<file path="src/rtl/sopc_data_bus.sv">
//------------------------------------------------------------------------------
// Module      : sopc_data_bus
// Description : CPU data-port interconnect with base/mask decode, per-slave
//               wait states and bus-error reporting for unmapped addresses.
// Revision    : 1.0 - initial release
//------------------------------------------------------------------------------
`default_nettype none

module sopc_data_bus #(
    parameter int                       NSLV     = 4,
    parameter int                       DATA_W   = 32,
    parameter int                       ADDR_W   = 32,
    parameter logic [NSLV*ADDR_W-1:0]   SLV_BASE = '0,
    parameter logic [NSLV*ADDR_W-1:0]   SLV_MASK = '0,
    parameter logic [NSLV*4-1:0]        SLV_WAIT = '0
) (
    input  logic                   clk,
    input  logic                   rst,
    input  logic                   cpu_ce_i,
    input  logic                   cpu_we_i,
    input  logic [ADDR_W-1:0]      cpu_addr_i,
    input  logic [DATA_W/8-1:0]    cpu_sel_i,
    input  logic [DATA_W-1:0]      cpu_data_i,
    output logic [DATA_W-1:0]      cpu_data_o,
    output logic                   cpu_stall_o,
    output logic                   cpu_err_o,
    output logic [ADDR_W-1:0]      err_addr_o,
    output logic [NSLV-1:0]        slv_ce_o,
    output logic                   slv_we_o,
    output logic [ADDR_W-1:0]      slv_addr_o,
    output logic [DATA_W/8-1:0]    slv_sel_o,
    output logic [DATA_W-1:0]      slv_data_o,
    input  logic [NSLV*DATA_W-1:0] slv_data_i
);

    localparam int c_IDX_W = (NSLV > 1) ? $clog2(NSLV) : 1;

    typedef enum logic [0:0] {
        S_IDLE = 1'b0,
        S_WAIT = 1'b1
    } state_t;

    state_t               r_state;
    logic [3:0]           r_cnt;
    logic [c_IDX_W-1:0]   r_cur;
    logic [ADDR_W-1:0]    r_err_addr;

    logic [NSLV-1:0]      w_match;
    logic [DATA_W-1:0]    w_rdata    [NSLV];
    logic [3:0]           w_wait_tab [NSLV];
    logic                 w_hit;
    logic [c_IDX_W-1:0]   w_idx;
    logic [3:0]           w_wait;

    logic [NSLV-1:0]      w_ce;
    logic                 w_we;
    logic                 w_stall;
    logic                 w_err;
    logic [DATA_W-1:0]    w_cpu_rdata;

    genvar g;
    generate
        for (g = 0; g < NSLV; g++) begin : g_slave
            assign w_rdata[g]    = slv_data_i[g*DATA_W +: DATA_W];
            assign w_wait_tab[g] = SLV_WAIT[g*4 +: 4];
            assign w_match[g]    = ((cpu_addr_i & SLV_MASK[g*ADDR_W +: ADDR_W]) ==
                                    (SLV_BASE[g*ADDR_W +: ADDR_W] & SLV_MASK[g*ADDR_W +: ADDR_W]));
        end
    endgenerate

    // Scan downwards so that the lowest-indexed matching slave is the one kept.
    always_comb begin
        w_idx = '0;
        for (int i = NSLV - 1; i >= 0; i--) begin
            if (w_match[i]) begin
                w_idx = c_IDX_W'(i);
            end
        end
    end

    assign w_hit  = |w_match;
    assign w_wait = w_wait_tab[w_idx];

    always_comb begin
        w_ce        = '0;
        w_we        = 1'b0;
        w_stall     = 1'b0;
        w_err       = 1'b0;
        w_cpu_rdata = '0;
        if (!rst && cpu_ce_i) begin
            if (r_state == S_IDLE) begin
                if (!w_hit) begin
                    w_err = 1'b1;
                end else begin
                    w_ce[w_idx] = 1'b1;
                    if (w_wait == 4'd0) begin
                        w_we = cpu_we_i;
                        if (!cpu_we_i) begin
                            w_cpu_rdata = w_rdata[w_idx];
                        end
                    end else begin
                        w_stall = 1'b1;
                    end
                end
            end else begin
                w_ce[r_cur] = 1'b1;
                if (r_cnt != 4'd0) begin
                    w_stall = 1'b1;
                end else begin
                    w_we = cpu_we_i;
                    if (!cpu_we_i) begin
                        w_cpu_rdata = w_rdata[r_cur];
                    end
                end
            end
        end
    end

    always_ff @(posedge clk) begin
        if (rst) begin
            r_state    <= S_IDLE;
            r_cnt      <= 4'd0;
            r_cur      <= '0;
            r_err_addr <= '0;
        end else if (r_state == S_IDLE) begin
            if (cpu_ce_i) begin
                if (!w_hit) begin
                    r_err_addr <= cpu_addr_i;
                end else if (w_wait != 4'd0) begin
                    r_cur   <= w_idx;
                    r_cnt   <= w_wait - 4'd1;
                    r_state <= S_WAIT;
                end
            end
        end else begin
            // A dropped request is a pipeline flush: leave without strobing.
            if (!cpu_ce_i || r_cnt == 4'd0) begin
                r_state <= S_IDLE;
                r_cnt   <= 4'd0;
            end else begin
                r_cnt <= r_cnt - 4'd1;
            end
        end
    end

    assign cpu_data_o  = w_cpu_rdata;
    assign cpu_stall_o = w_stall;
    assign cpu_err_o   = w_err;
    assign err_addr_o  = r_err_addr;
    assign slv_ce_o    = w_ce;
    assign slv_we_o    = w_we;
    assign slv_addr_o  = cpu_addr_i;
    assign slv_sel_o   = cpu_sel_i;
    assign slv_data_o  = cpu_data_i;

endmodule

`default_nettype wire

</file>
<file path="config.mk">
export PLATFORM = sky130hd
export DESIGN_NAME = sopc_data_bus
export DESIGN_NICKNAME = d
export VERILOG_FILES = /design/src/rtl/sopc_data_bus.sv
export SDC_FILE = /design/constraint.sdc
export NUM_CORES = 1
export LEC_CHECK = 0
export BUFFER_PORTS_ARGS = -buffer_cell sky130_fd_sc_hd__buf_4
export CORE_AREA = 2 2 130 132
export CTS_BUF_LIST = sky130_fd_sc_hd__clkbuf_4
export CTS_CLUSTER_SIZE = 14
export DETAILED_ROUTE_END_ITERATION = 6
export DIE_AREA = 0 0 132 134
export SYNTH_ARGS = -nofsm -noshare
export SYNTH_HDL_FRONTEND = slang
export SYNTH_SLANG_ARGS = --single-unit
</file>
<file path="constraint.sdc">
create_clock -name clk -period 2.2 [get_ports clk]
set_input_delay 0.44 -clock clk [delete_from_list [all_inputs] [get_ports clk]]
set_output_delay 0.44 -clock clk [all_outputs]
set_load 0.01 [all_outputs]
</file>
-- Word level (Yosys, flattened, before mapping)
Cells that the tools add are included.
- reduce and logical (&&, ||, !) cells: 7
- mux-type cells: 13
- bitwise gates (word level): 1
- $add $sub $neg: 1
- operators with widths (cell ; number):
    2-to-1 mux 32 bit ; 4
    2-to-1 mux 1 bit ; 8
    zero test 4 bit ; 1
    2-to-1 mux 4 bit ; 1
    nonzero test 4 bit ; 1
    subtractor 4 x 1 -> 4 bit, second input constant ; 1
    zero test 1 bit ; 2
    OR reduction 2 bit ; 1
    logical AND 1 bit ; 1
    logical OR 1 bit ; 1
    inverter 1 bit ; 1
- register bits after elaboration: 5
- output and inout bits: 139
- input bits: 200
- logic and storage cells: 24

-- Longest topological paths before layout
Gate-level depths: netlist (run 1).
- word-level depth: 4
- mapped depth: 6
- gate-level depth less buffers: 5

-- Least setup slack after synthesis (run 1)
Ideal clock, no wire load.
- path type: register -> output
- from: register r_cnt[0]
- to: output cpu_data_o[10]
- cell stages (with the launch flop): 7
- required time: 1.760 ns
- setup slack: 0.214 ns
- arrival time: 1.546 ns
- buffers on the path: 1
- path through: dfxtp_1 inv_1 ha_1 or3b_4 a211oi_4 clkbuf_2 and2_1
- cells in the longest elaborated chain, start to end: 4
- ends and longest elaborated chain (element ; line ; source):
    start, declared ; 44 ; logic [3:0] r_cnt;
    start signal, assigned ; 131 ; r_cnt <= w_wait - 4'd1;
    start signal, assigned ; 141 ; r_cnt <= r_cnt - 4'd1;
    nonzero test 4 bit ; 107 ; if (r_cnt != 4'd0) begin
    2-to-1 mux 32 bit ; 107 ;
    2-to-1 mux 32 bit ; 91 ; if (r_state == S_IDLE) begin
    2-to-1 mux 32 bit ; 90 ; if (!rst && cpu_ce_i) begin
    end, declared ; 24 ; output logic [DATA_W-1:0] cpu_data_o,
No other way between the ends.

-- Final worst setup path (run 1)
- from: register r_cnt[0]
- to: output cpu_data_o[15]
Same word-level chain as after synthesis.

==> results of run 1 <==
==> power breakdown <==
group | internal [uW] | total (uW) | switching [uW]
Clock | 81.0 | 120 | 38.8
Combinational | 96.6 | 172 | 75.5
Sequential | 90.8 | 90.8 | 0.000000000000134
Total | 268 | 383 | 114
==> Yosys cell counts (all sizes together) <==
| master | number | share of area, % |
|---|---|---|
| buf | 105 | 61 |
| and2 | 32 | 17 |
| dfxtp | 5 | 7.7 |
| inv | 5 | 1.4 |
| clkbuf | 3 | 1.2 |
| nor3 | 3 | 1.2 |
| ha | 2 | 1.9 |
| nand2 | 2 | 0.58 |
| xnor2 | 2 | 1.4 |
| a211oi | 1 | 1.5 |
| a21boi | 1 | 0.58 |
| and3 | 1 | 0.48 |
| conb | 1 | 0.29 |
| nand2b | 1 | 0.48 |
| nand3 | 1 | 0.39 |
| nor4b | 1 | 0.68 |
| o32ai | 1 | 0.68 |
| or3b | 1 | 0.87 |
| xor2 | 1 | 0.68 |
==> per-stage QoR <==
step / setup TNS (ns) / std cells / util, % / hold WS, ns / instance area (um^2)
2_1_floorplan: 0 / 204 / - / 0.4968 / 1429
3_3_place_gp: 0 / 388 / 8.941 / 0.5166 / 1456
3_5_place_dp: 0 / 388 / 8.941 / 0.5284 / 1456
4_1_cts: -6.305 / 398 / 10.14 / 0.3981 / 1652
5_1_grt: -8.909 / 400 / 10.49 / 0.4082 / 1709
6_report: -6.026 / 400 / 10.49 / 0.4032 / 1709
==> routing by layer <==
| layer | wire length, um | share of wire, % |
|---|---|---|
| met1 | 1280 | 28 |
| met2 | 1900 | 42 |
| met3 | 1066 | 23 |
| met4 | 292 | 6.4 |
| met5 | 0 | 0 |
==> critical path, cell delays in order (launching register included) <==
cell and delay (ns):
dfxtp_2 0.32, inv_2 0.05, ha_1 0.13, or3b_4 0.40, a211oi_4 0.26, buf_6 0.16, clkbuf_16 0.16, and2_2 0.13
buf_4 0.11
==> cell type report <==
cell class                      count  share of cell area (%)
Clock buffer                        4                   1.757
Tap cell                          220                   16.11
Inverter                            5                   1.098
Timing Repair Buffer               79                   42.97
Antenna cell                        1                  0.1464
Sequential cell                     5                   6.003
Multi-Input combinational cell     86                   31.92
==> sequential cells by signal, indices dropped and copies added (netlist names) <==
name,flops
r_state,1
r_cnt,4
==> layout by cell type (no fill, tap or decap) <==
cell type and instances:
nand2b_1 1, and2_2 6, ha_1 2, nand3_1 1, and3_1 1, xor2_1 1
clkbuf_4 4, diode_2 1, xnor2_1 2, inv_2 2, o32ai_1 1, and2_4 22
dfxtp_2 2, buf_4 54, or3b_4 1, dfxtp_1 3, clkbuf_16 1, nor4b_1 1
buf_12 2, nand2_1 2, and2_1 4, a21boi_0 1, buf_16 1, nor3_1 3
conb_1 36, a211oi_4 1, buf_6 21, inv_1 3
==> worst paths after layout <==
kind | start | to | slack, ns | depth (start not counted)
worst min-delay path | rst | r_cnt[0] | 0.40 | 2
worst min register to register | r_cnt[3] | r_cnt[3] | 0.54 | 2
worst max-delay path | r_cnt[0] | cpu_data_o[15] | -0.21 | 8
worst max register to register | r_cnt[0] | r_cnt[0] | 0.72 | 5
==> cell families after synthesis <==
logic type               synth area share (%)
flip-flops                              7.715
adder cells (fa/ha/maj)                 1.928
other                                  0.2890
AO/OA/AOI/OAI                           2.797
XOR/XNOR                                2.025
buffers and inverters                   63.16
AND/OR/NAND/NOR                         22.08
==> what timing repair did <==
action / 4_1_cts / 5_1_grt
gates cloned: 2 / 1
pin swaps: 13 / 1
endpoints found under the setup margin: 32 / 32
gates resized for setup: 34 / 18
hold buffers: 0 / 0
buffers inserted: 4 / 1
==> impl_metrics.env, run 1 <==
export IMPL_wire_per_inst_um=11.35
export IMPL_multi_input_area_um2=545.5
export IMPL_cp_start_kind="flop"
export IMPL_grtUsageTotal_pct=4.584
export IMPL_clock_path_buffers=2
export IMPL_drt_wl_total_mm=4.540
export IMPL_drc=0
export IMPL_ys_types=21
export IMPL_initial_core_util_pct=7.965
export IMPL_use_met2_pct=6.134
export IMPL_synth_cells=169
export IMPL_die_area_um2=17690
export IMPL_vias=934
export IMPL_fin_crit_ns=2.412
export IMPL_fin_skew_ns=0.005076
export IMPL_cp_required_ns=1.76
export IMPL_syn_area_um2=1297
export IMPL_crit_type="reg -> out"
export IMPL_rsz0062_at_grt="yes"
export IMPL_vdd_drop_max_uv=96.38
export IMPL_dp_hpwl_mm=3.317
export IMPL_dieHeight_um=134
export IMPL_post_route_cells_drive_above_1_share_pct=65.36
export IMPL_htreeDepth=1
export IMPL_power_uw=382.7
export IMPL_num_rows=47
export IMPL_port_buffer_count=70
export IMPL_synthToLayoutAreaGrowth_pct=31.73
export IMPL_synth_seq_area_share_pct=7.715
export IMPL_period_share_pct=109.6
export IMPL_clock_latency_ns=0.24
export IMPL_final_hold_viol_count=0
export IMPL_cp_arrival_ns=1.97
export IMPL_status="finished, violations left"
export IMPL_first_pass_iters=4
export IMPL_clkSinkCount=5
export IMPL_layout_area_seq_um2=102.6
export IMPL_fin_nets=382
export IMPL_crit_path_end_kind="output port"
export IMPL_core_area_um2=16290
export IMPL_worstPathMaxFanout=8
export IMPL_yosysWarnings=0
export IMPL_cts_tree="yes"
export IMPL_grt_max_degree=17
export IMPL_preCtsSetupSlack_ns=0.04029
export IMPL_path_clk_slew_ns=0.05
export IMPL_gp_congestion=0.6030
export IMPL_met1_usage_pct=3.857
export IMPL_finalSetupViolations=32
export IMPL_finalWorstSetupSlack_ns=-0.2121
export IMPL_io_pins=339
export IMPL_die_x_um=132
export IMPL_fmaxAchievable_ghz=0.4146
export IMPL_overflow=0
export IMPL_drt_initial_drc_count=36
export IMPL_viasPerCell=2.335
export IMPL_final_antenna_net_count=0
export IMPL_violations="negative setup slack"
export IMPL_fillCellCount=1911
export IMPL_ys_seq_elements=5
export IMPL_cts_root_buf="clkbuf_4"
export IMPL_grt_first_pass_wirelength_mm=5.651
export IMPL_cap_violations=0
export IMPL_first_global_vias=866
export IMPL_busiest_layer="met2"
export IMPL_hp_class="in -> reg"
export IMPL_synth_avg_cell_area_um2=7.677
export IMPL_final_max_slew_viol_count=0
export IMPL_antenna_found_initial=1
export IMPL_power_density_nw_per_um2=223.9
export IMPL_grt_util_met3_pct=4.686
export IMPL_total_leakage_power_uw=0.0008169
export IMPL_cts_made_buffers=3
Power figures use the tool's default switching activity.
==> run 2, diff against run 1 <==
==> constraint.sdc (replaced) <==
create_clock -name clk -period 2.2 [get_ports clk]
set_input_delay 0 -clock clk [delete_from_list [all_inputs] [get_ports clk]]
set_output_delay 0 -clock clk [all_outputs]
set_load 0.01 [all_outputs]
==> impl_metrics.env, run 2 (synthesized netlist as in run 1, its figures left out) <==
export IMPL_clkPwrFrac_pct=35.1
export IMPL_power_frac_comb_pct=38.8
export IMPL_wire_per_inst_um=9.567
export IMPL_fin_skew_ns=0.002900
export IMPL_vdd_drop_max_uv=115.7
export IMPL_preCtsSetupSlack_ns=0.3504
export IMPL_rsz0062_at_grt="no"
export IMPL_viasPerCell=2.219
export IMPL_swShare_pct=29.99
export IMPL_period_share_pct=91.85
export IMPL_mostFrequentLayoutCells="70 x buf_4, 36 x conb_1, 21 x and2_2"
export IMPL_dp_cells=387
export IMPL_vias=872
export IMPL_num_rows=47
export IMPL_final_antenna_net_count=0
export IMPL_port_buffer_count=70
export IMPL_cap_violations=0
export IMPL_fin_nets=375
export IMPL_clkSinkCount=5
export IMPL_status="completed"
export IMPL_fin_crit_ns=2.021
export IMPL_antenna_found_initial=1
export IMPL_crit_type="reg -> out"
export IMPL_reg_largest_list="r_cnt: 4 flops, r_state: 1 flops"
export IMPL_fin_tns_setup_ns=0
export IMPL_finalSetupViolations=0
export IMPL_cts_made_buffers=3
export IMPL_final_common_cell="buf_4"
export IMPL_overflow=0
export IMPL_htreeDepth=1
export IMPL_stdcell_count=393
export IMPL_grt_max_degree=33
export IMPL_dp_hpwl_mm=3.299
export IMPL_switchingPower_uw=104.7
export IMPL_io_pins=339
export IMPL_cp_arrival_ns=2.02
export IMPL_drt_initial_drc_count=5
export IMPL_final_max_slew_viol_count=0
export IMPL_total_leakage_power_uw=0.0007242
export IMPL_clock_path_buffers=2
export IMPL_clock_latency_ns=0.24
export IMPL_top_register="r_cnt"
export IMPL_cts_tree="yes"
export IMPL_grtUsageTotal_pct=3.880
export IMPL_first_pass_iters=4
export IMPL_finalWorstSetupSlack_ns=0.1793
export IMPL_drt_wl_total_mm=3.760
export IMPL_gp_congestion=0.5925
export IMPL_wl_met1_um=900
export IMPL_wl_met3_mm=1.042
export IMPL_p_int_uw=244.3
export IMPL_power_density_nw_per_um2=235.4
export IMPL_grt_first_pass_wirelength_mm=4.926
export IMPL_die_x_um=132
export IMPL_cp_required_ns=2.20
export IMPL_post_cts_buffers=0
export IMPL_final_hold_viol_count=0
export IMPL_core_area_um2=16290
export IMPL_fmaxAchievable_ghz=0.4949
export IMPL_crit_path_end_kind="output port"
export IMPL_highest_layer="met4"
export IMPL_hp_class="in -> out"
export IMPL_synthToLayoutAreaGrowth_pct=14.27
export IMPL_largest_reg_flops=4
export IMPL_drc=0
export IMPL_seqPwrFrac_pct=26.0
export IMPL_initial_core_util_pct=7.965
export IMPL_wl_met2_mm=1.511
export IMPL_cp_start_kind="flop"
export IMPL_first_global_vias=747
export IMPL_post_route_cells_drive_above_1_share_pct=56.98
export IMPL_path_clk_slew_ns=0.04
export IMPL_cts_root_buf="clkbuf_4"
export IMPL_dieHeight_um=134
export IMPL_worstPathMaxFanout=32
export IMPL_die_area_um2=17690
run 2: routing by layer:
layer | up-vias | global-route usage [%]
li1 | 377 | -
met1 | 335 | 3.012
met2 | 116 | 4.688
met3 | 44 | 4.422
met4 | 0 | 4.469
met5 | - | 0
run 2: power groups by stage:
stage	Sequential [uW]	Clock, uW	Combinational (uW)
2_1_floorplan	92.5	0	232
3_3_place_gp	92.5	0	133
3_5_place_dp	92.5	0	134
4_1_cts	90.7	128	136
5_1_grt	90.5	136	148
6_report	90.8	123	136
run 2: through the flow:
step	cell area (um^2)	hold WS [ns]	utilization (%)	total power, uW
after floorplan	1429	0.07736	-	324.9
after global routing	1483	0.00001533	9.102	375.2
after CTS	1476	0.00006862	9.064	354.9
final	1483	0.000003468	9.102	349.0
after global placement	1436	0.00006862	8.818	225.3
after detailed placement	1436	0.00006862	8.818	226.5
run 2: critical path, stage by stage (launching register included):
cell and delay (ns):
dfxtp_1 0.33, inv_1 0.09, ha_1 0.15, or3b_4 0.41, a211oi_4 0.25, buf_6 0.23
and2_2 0.19, buf_4 0.12
run 2: final timing paths:
check / to / from / slack (ns) / cells after the start
worst max-delay path: cpu_data_o[13] / r_cnt[0] / 0.18 / 7
worst min-delay path: slv_data_o[12] / cpu_data_i[12] / 0.000003 / 0
worst max register to register: r_cnt[0] / r_cnt[0] / 0.65 / 5
worst min register to register: r_cnt[1] / r_cnt[1] / 0.54 / 2
run 2: final cells by class:
type / count / area [um^2]
multi-input combinational: 86 / 509.2
clock buffer: 4 / 30.03
tap: 220 / 275.3
inverter: 5 / 18.77
sequential: 5 / 100.1
antenna: 1 / 2.502
fill: 1916 / 14810
timing repair buffer: 72 / 546.8
run 2: repair_timing:
| action | 4_1_cts | 5_1_grt |
|---|---|---|
| hold endpoints to repair | 4 | 0 |
| endpoints found under the setup margin | 0 | 9 |
| hold buffers | 1 | 0 |
| resized for setup | 0 | 1 |
==> run 3, diff against run 2 <==
==> constraint.sdc (replaced) <==
create_clock -name clk -period 2.2 [get_ports clk]
set_input_delay 0.11 -clock clk [delete_from_list [all_inputs] [get_ports clk]]
set_output_delay 0.11 -clock clk [all_outputs]
set_load 0.01 [all_outputs]
==> impl_metrics.env, run 3 (synthesized netlist as in run 1, its figures left out) <==
export IMPL_crit_type="reg -> out"
export IMPL_p_int_uw=244.7
export IMPL_busiest_layer="met2"
export IMPL_vdd_drop_max_uv=77.76
export IMPL_crit_path_end_kind="output port"
export IMPL_post_route_cells_drive_above_1_share_pct=57.31
export IMPL_switchingPower_uw=102.5
export IMPL_fin_nets=374
export IMPL_fmaxAchievable_ghz=0.4833
export IMPL_die_x_um=132
export IMPL_wire_per_inst_um=9.481
export IMPL_final_common_cell="buf_4"
export IMPL_cp_required_ns=2.09
export IMPL_power_uw=347.2
export IMPL_period_share_pct=94.06
export IMPL_met1_usage_pct=2.578
export IMPL_swShare_pct=29.52
export IMPL_antenna_found_initial=0
export IMPL_hp_class="in -> reg"
export IMPL_grt_max_degree=33
export IMPL_mostFrequentLayoutCells="70 x buf_4, 36 x conb_1, 20 x and2_2"
export IMPL_clkPwrFrac_pct=34.8
export IMPL_grtUsageTotal_pct=3.744
export IMPL_cp_start_kind="flop"
export IMPL_drt_wl_total_mm=3.707
export IMPL_worstPathMaxFanout=32
export IMPL_fin_util_pct=9.087
export IMPL_initial_core_util_pct=7.965
export IMPL_layout_area_seq_um2=100.1
export IMPL_hold_buffers=0
export IMPL_core_area_um2=16290
export IMPL_final_antenna_net_count=0
export IMPL_total_leakage_power_uw=0.0007231
export IMPL_post_cts_buffers=0
export IMPL_clock_latency_ns=0.25
export IMPL_htreeDepth=1
export IMPL_reg_largest_list="r_cnt: 4 flops, r_state: 1 flops"
export IMPL_first_global_vias=751
export IMPL_cp_arrival_ns=1.96
export IMPL_final_max_slew_viol_count=0
export IMPL_multi_input_area_um2=510.5
export IMPL_fin_hold_ws_ns=0.06611
export IMPL_cts_root_buf="clkbuf_4"
export IMPL_num_rows=47
export IMPL_gp_congestion=0.5874
export IMPL_die_area_um2=17690
export IMPL_io_pins=339
export IMPL_fin_tns_setup_ns=0
export IMPL_rsz0062_at_grt="no"
export IMPL_fillCellCount=1914
export IMPL_synthToLayoutAreaGrowth_pct=14.08
export IMPL_viasPerCell=2.205
export IMPL_clock_path_buffers=2
export IMPL_cts_tree="yes"
export IMPL_fin_crit_ns=2.069
export IMPL_top_register="r_cnt"
export IMPL_port_buffer_count=70
export IMPL_cts_resized=0
export IMPL_grt_util_met3_pct=4.686
export IMPL_seqPwrFrac_pct=26.2
export IMPL_overflow=0
export IMPL_drc=0
export IMPL_stdcell_area_um2=1480
export IMPL_placed_area_um2=1449
export IMPL_vias=862
export IMPL_status="completed"
export IMPL_clkSinkCount=5
export IMPL_fin_skew_ns=0.009033
export IMPL_antenna_cells=0
export IMPL_dieHeight_um=134
export IMPL_cap_violations=0
export IMPL_use_met2_pct=4.890
export IMPL_power_density_nw_per_um2=234.6
export IMPL_drt_initial_drc_count=11
export IMPL_largest_reg_flops=4
export IMPL_dp_hpwl_mm=3.312
export IMPL_finalSetupViolations=0
export IMPL_path_clk_slew_ns=0.05
export IMPL_final_hold_viol_count=0
export IMPL_grt_first_pass_wirelength_mm=4.747
export IMPL_cts_made_buffers=3
export IMPL_power_frac_comb_pct=39.1
export IMPL_first_pass_iters=3
run 3: worst paths after layout:
path | from | end | slack (ns) | cells past startpoint
worst max-delay path | r_cnt[0] | cpu_data_o[13] | 0.13 | 7
worst min-delay path | rst | r_cnt[3] | 0.07 | 2
worst min register to register | r_cnt[1] | r_cnt[1] | 0.52 | 2
worst max register to register | r_cnt[0] | r_cnt[0] | 0.67 | 5
run 3: per-layer routing:
metal | up-vias | part of all wire [%] | routed length [um]
met2 | 115 | 40 | 1485
met5 | - | 0 | 0
li1 | 374 | - | -
met3 | 42 | 28 | 1050
met4 | 0 | 7.5 | 278
met1 | 331 | 24 | 892
run 3: worst max-delay path, stage by stage (launching register included):
cell	delay, ns
dfxtp_1	0.33
inv_1	0.08
ha_1	0.14
or3b_4	0.40
a211oi_4	0.28
buf_12	0.19
and2_2	0.16
buf_4	0.11
run 3: cell type report:
class | instances | share of cell area, %
tap | 220 | 18.60
clock buffer | 4 | 2.029
inverter | 5 | 1.268
timing repair buffer | 71 | 36.86
sequential | 5 | 6.762
multi-input combinational | 86 | 34.49
run 3: power by group through the flow:
stage | sequential, uW | clock, uW | combinational (uW)
finish | 90.8 | 121 | 136
global route | 90.7 | 131 | 148
CTS | 90.8 | 127 | 137
detailed placement | 92.5 | 0 | 136
global placement | 92.5 | 0 | 135
floorplan | 92.5 | 0 | 232
run 3: metrics by stage:
step	cells	worst slack, ns
detailed placement	387	0.3482
CTS	391	0.06555
global placement	387	0.3576
floorplan	204	0.5436
global route	391	0.001662
finish	391	0.1307
